===== config.mk =====
export PLATFORM = sky130hd
export DESIGN_NAME = demux_16_reg
export DESIGN_NICKNAME = d
export VERILOG_FILES = /design/src/rtl/demux_16_reg.sv
export SDC_FILE = /design/constraint.sdc
export NUM_CORES = 1
export LEC_CHECK = 0
export CAP_MARGIN = 20
export CORE_ASPECT_RATIO = 0.9
export CORE_MARGIN = 5
export CORE_UTILIZATION = 40
export CTS_CLUSTER_DIAMETER = 150
export DETAILED_ROUTE_END_ITERATION = 8
export PLACE_DENSITY = 0.73
export SLEW_MARGIN = 20
export SYNTH_ARGS = -nofsm -noshare
export SYNTH_HDL_FRONTEND = slang
export SYNTH_SLANG_ARGS = --single-unit

===== constraint.sdc =====
create_clock -name clk -period 2.4 [get_ports clk]
set_clock_uncertainty 0.05 [all_clocks]
set_input_delay 0.48 -clock clk [delete_from_list [all_inputs] [get_ports clk]]
set_output_delay 0.48 -clock clk [all_outputs]
set_load 0.03 [all_outputs]

===== src/rtl/demux_16_reg.sv =====
// Registered 1-to-2 demultiplexer: steers each source word into one of two
// single-entry holding slots (A or B), each with its own delivery counter.
module demux_16_reg #(
  parameter int WIDTH = 16,
  parameter int CNT_W = 8
) (
  input  logic             clk,
  input  logic             rst,
  input  logic [WIDTH-1:0] in_data,
  input  logic             in_sel,
  input  logic             in_valid,
  output logic             in_ready,
  output logic [WIDTH-1:0] a_data,
  output logic             a_valid,
  input  logic             a_ready,
  output logic [WIDTH-1:0] b_data,
  output logic             b_valid,
  input  logic             b_ready,
  output logic [CNT_W-1:0] a_count,
  output logic [CNT_W-1:0] b_count
);

  // Handshake: a word moves across an interface on a rising edge where both
  // valid and ready are high; a producer holding valid keeps its data stable
  // until that edge, and ready never waits on the same side's valid.
  typedef enum logic {
    EMPTY = 1'b0,
    FULL  = 1'b1
  } slot_state_t;

  slot_state_t a_state_q, a_state_d;
  slot_state_t b_state_q, b_state_d;

  logic [WIDTH-1:0] a_data_q, b_data_q;
  logic [CNT_W-1:0] a_count_q, b_count_q;

  logic a_slot_ready, b_slot_ready;
  logic accept_a, accept_b;
  logic drain_a, drain_b;

  assign a_valid = (a_state_q == FULL);
  assign b_valid = (b_state_q == FULL);
  assign a_data  = a_data_q;
  assign b_data  = b_data_q;
  assign a_count = a_count_q;
  assign b_count = b_count_q;

  // A slot can take a word if it is empty or is being emptied this cycle.
  assign a_slot_ready = !a_valid || a_ready;
  assign b_slot_ready = !b_valid || b_ready;
  assign in_ready     = !rst && (in_sel ? b_slot_ready : a_slot_ready);

  assign accept_a = in_valid && in_ready && !in_sel;
  assign accept_b = in_valid && in_ready &&  in_sel;
  assign drain_a  = a_valid && a_ready;
  assign drain_b  = b_valid && b_ready;

  always_comb begin
    a_state_d = a_state_q;
    b_state_d = b_state_q;
    if (accept_a) begin
      a_state_d = FULL;
    end else if (drain_a) begin
      a_state_d = EMPTY;
    end
    if (accept_b) begin
      b_state_d = FULL;
    end else if (drain_b) begin
      b_state_d = EMPTY;
    end
  end

  always_ff @(posedge clk) begin
    if (rst) begin
      a_state_q <= EMPTY;
      b_state_q <= EMPTY;
      a_data_q  <= '0;
      b_data_q  <= '0;
      a_count_q <= '0;
      b_count_q <= '0;
    end else begin
      a_state_q <= a_state_d;
      b_state_q <= b_state_d;
      if (accept_a) a_data_q <= in_data;
      if (accept_b) b_data_q <= in_data;
      // Counters wrap silently at 2^CNT_W.
      if (drain_a) a_count_q <= a_count_q + 1'b1;
      if (drain_b) b_count_q <= b_count_q + 1'b1;
    end
  end

endmodule


# ---- Word level (Yosys, flattened, before mapping)
# Cells that the tools add are included.
dict set report op_classes {
  add_sub_neg 2
  n_mux 5
  reduce_logical 14
}
# operator n
set ops {}
lappend ops {{8-bit by 1-bit adder with 8-bit output, second input constant} 2}
lappend ops {{1-bit logical AND} 6}
lappend ops {{1-bit two-way mux} 5}
lappend ops {{1-bit zero test} 4}
lappend ops {{2-bit nonzero test} 2}
lappend ops {{1-bit logical OR} 2}
dict set report totals {
  ff_bits 50
  in_bits 22
  out_inout_bits 51
  word_cells 27
}

# ---- Longest topological paths before layout
dict set report logic_depth {
  ltp_word 7
  depth_mapped 5
  mapped_depth_nobuf 4
}

# ---- Worst setup path after synthesis
# OpenSTA, ideal clock, no wires.
dict set report synth_path {
  kind {reg-to-output}
  startpoint {register b_state_q (netlist: b_valid)}
  endpoint {output port in_ready}
  arrival_ns 1.705
  t_required_ns 1.870
  path_slack_ns 0.165
  path_stages_with_launch 4
  cell_sequence {dfxtp_1 and2b_1 clkbuf_1 a211oi_1}
}
dict set report synth_via {
  elab_chain_len 4
}
# item line
set synth_rtl {}
lappend synth_rtl {{from (decl)} 32} ;# slot_state_t b_state_q, b_state_d;
lappend synth_rtl {{from (signal assigned)} 83} ;# b_state_q <= b_state_d;
lappend synth_rtl {{1-bit zero test} 50} ;# assign b_slot_ready = !b_valid || b_ready;
lappend synth_rtl {{1-bit logical OR} 50}
lappend synth_rtl {{1-bit two-way mux} 51} ;# assign in_ready = !rst && (in_sel ? b_slot_ready : a_slot_ready);
lappend synth_rtl {{1-bit logical AND} 51}
lappend synth_rtl {{to (decl)} 12} ;# output logic in_ready,
# Every way passes these cells.

# ---- Worst setup path in the final report
dict set report layout_path {
  startpoint {input port b_ready}
  endpoint {output port in_ready}
}
dict set report layout_via {
  elab_chain_len 3
}
# item line
set layout_rtl {}
lappend layout_rtl {{from (decl)} 18} ;# input logic b_ready,
lappend layout_rtl {{1-bit logical OR} 50}
lappend layout_rtl {{1-bit two-way mux} 51}
lappend layout_rtl {{1-bit logical AND} 51}
# Every way passes these cells.

==> flow_summary.toml <==
[timing]
finalSetupViolations = 0
hold_violations = 0
slew_viol_final = 0
relSlewSlack = 0.773
rsz0062_at_grt = "false"
fin_tns_setup_ns = 0
period_share = 0.901
fin_ws_ns = 0.238
period_needed_ns = 2.16
worst_pin_slew_ns = 0.339
fmax_ghz = 0.463

[synthesis]
ys_types = 28
ys_top_cells_by_count = "dfxtp_1, a21oi_1, nand3_1"
synth_simple_gate_area_frac = 0.213
syn_area_sq_um = 2060
yosys_warnings = 0
synth_compound_area_frac = 0.213
yosysMostFrequentCell = "dfxtp_1"
yosys.area.top_type = "dfxtp_1"
synth_top_cell_area_share = 0.487
netlist_instances = 242
seq_area_frac_synth = 0.487
synthTopCellsByArea = "dfxtp_1, a21oi_1, nand3_1, o21ai_0, o21ai_1"
synthArstFlopShare = 0
synth_area_per_cell_sq_um = 8.50
yosys_register_bits = 50
ys_dominant_reg_cell = "dfxtp_1"
yosys.area_share.adder = 0.0122
synth_xor_area_frac = 0.0170
synth-edff-count = 0
synthesis.nets = 266
synth_top_family_by_area = "compound AO/OA/AOI/OAI gates"
synth_mux_area_frac = 0.0109

[clocking]
cts-root-buf = "clkbuf_8"
path_clk_slew_ns = 0.09
cts_sinks = 50
postCtsHoldBufs = 0
cts_buffers = 5
cts_resized = 0
htree_num_levels = 2
clk_latency_ns = 0.30
cts_buffer_depth = 2
post_cts_buffers = 0
tritoncts = "yes"

[drt]
drt_wl_total_microns = 5620
drt_iter0_markers = 149
routedWlPerCell_microns = 14.6
firstDrtPassIters = 4
ant_nets = 0
detail_route.vias_per_cell = 5.42
vias = 2081
drc_errors = 0

[min_path]
hold_path_class = "reg2reg"

[global_routing]
grt_pass1_vias = 1919
grt_pass1_wl_microns = 9380
grt-ovfl-total = 0
grt_max_degree = 33
grt.total_usage = 0.172
grt_antenna_before_repair = 0

[floorplanning]
die-area_sq_um = 6680
die_y_microns = 78.0
start_util = 0.418
die_w_microns = 85.6
core_sq_um = 4920
rows = 24
ios = 73

[power_and_ir_drop]
power.switching_w = 0.000413
power_switching_share = 0.259
p_int_w = 0.00118
peakVddDrop_mv = 0.331
clockPowerShare = 0.328
seqPwrFrac = 0.541
comb_power_share = 0.132
power-per-cell-area_nw_per_um2 = 536
power_leakage_nw = 0.995

[setup_path]
crit_fanout = 2
crit_slowest_cell = "clkdlybuf4s50_1"
critPathMaxStageDelay_ns = 0.48
worst_setup_path_end_kind = "primary output"
cp_num_buf_inv = 2
crit_chain = "clkdlybuf4s50_1, and2b_1, a211oi_1, buf_4"
critPathTopFamily = "buffers and inverters"
path_class = "in2out"
arrival_ns = 1.63
cp-start-kind = "input pin"
crit_required_ns = 1.87

[status]
outcome = "finished clean"

[flow_run]
cap_viol_max_count = 0

[layout]
nFillCells = 466
num_antenna_cells = 0
synthToLayoutAreaGrowth_pct = 44.6
drive_above_1_share = 0.0940
fin_nets = 342
final_core_util = 0.604

[placed_design]
hpwl_microns = 3970
place_congestion = 0.791
port_buffers = 72
preCtsSetupSlack_ns = 0.276
==> layout by cell type, fill, tap and decap left out, types with 6 or more instances in the layout <==
| cell type | count |
|---|---|
| buf_4 | 16 |
| nor2_1 | 9 |
| clkdlybuf4s50_1 | 70 |
| nand3_1 | 38 |
| dfxtp_1 | 50 |
| o21ai_1 | 17 |
| a21oi_1 | 44 |
| clkbuf_8 | 6 |
| nand2_1 | 8 |
| o21ai_0 | 19 |
==> registers in the layout, indices dropped and copies added, names as in the netlist <==
name / cells
a_count: 8
a_data: 16
a_valid: 1
b_count: 8
b_data: 16
b_valid: 1
==> power by group through the flow <==
stage	Clock [W]	Sequential [W]	Combinational (W)
after floorplan	0	0.000919	0.0000639
after detailed placement	0	0.000882	0.000209
final	0.000522	0.000862	0.000210
after global routing	0.000570	0.000865	0.000225
after CTS	0.000540	0.000863	0.000210
after global placement	0	0.000881	0.000209
==> metrics by stage <==
step | cells | hold WS, ns | power (W) | cell area [sq um]
floorplan | 242 | 0.553 | 0.000983 | 2060
global placement | 376 | 0.411 | 0.00109 | 2870
detailed placement | 376 | 0.417 | 0.00109 | 2870
CTS | 384 | 0.429 | 0.00161 | 2970
global route | 384 | 0.451 | 0.00166 | 2970
finish | 384 | 0.427 | 0.00159 | 2970
==> tightest hold or removal path: cells and delay by family, from the launching register on <==
family | cells | cell delay (ns)
flip-flops | 1 | 0.32
AO/OA/AOI/OAI | 2 | 0.12
==> cell families (layout without fill, tap and decap cells) <==
family                     Yosys count  in the layout
AOI/OAI and AO/OA                   85             85
xor gates and xnor gates             4              4
adders and majority gates            2              2
buffers and inverters               20             97
DFF                                 50             50
muxes                                2              2
and+or+nand+nor                     79             79
==> final timing paths <==
kind / startpoint / end / slack, ns / depth (start not counted)
worst min-delay path: b_data[2]$_SDFFE_PP0P_ / b_data[2]$_SDFFE_PP0P_ / 0.43 / 2
worst min register to register: b_data[2]$_SDFFE_PP0P_ / b_data[2]$_SDFFE_PP0P_ / 0.43 / 2
worst max-delay path: b_ready / in_ready / 0.24 / 4
worst max register to register: b_valid$_SDFFE_PP0P_ / b_count[5]$_SDFFE_PP0P_ / 0.98 / 3
==> area by class of cell <==
| cell class | count | area, sq um | area share |
|---|---|---|---|
| flip-flops and latches | 50 | 1000 | 0.337 |
| well taps | 65 | 81.3 | 0.0273 |
| multi-input cells | 172 | 958 | 0.322 |
| clock buffers | 6 | 82.6 | 0.0278 |
| clock inverters | 2 | 17.5 | 0.00589 |
| inverters | 2 | 7.51 | 0.00252 |
| repair buffers | 87 | 826 | 0.278 |
==> layer usage <==
metal,wire length (microns),up-vias,GRT usage
met4,110,0,0.0633
met2,2550,60,0.264
met5,0,-,0
met3,325,11,0.0492
li1,-,1027,-
met1,2630,983,0.230
No activity file was read; power rests on OpenSTA's default activity.
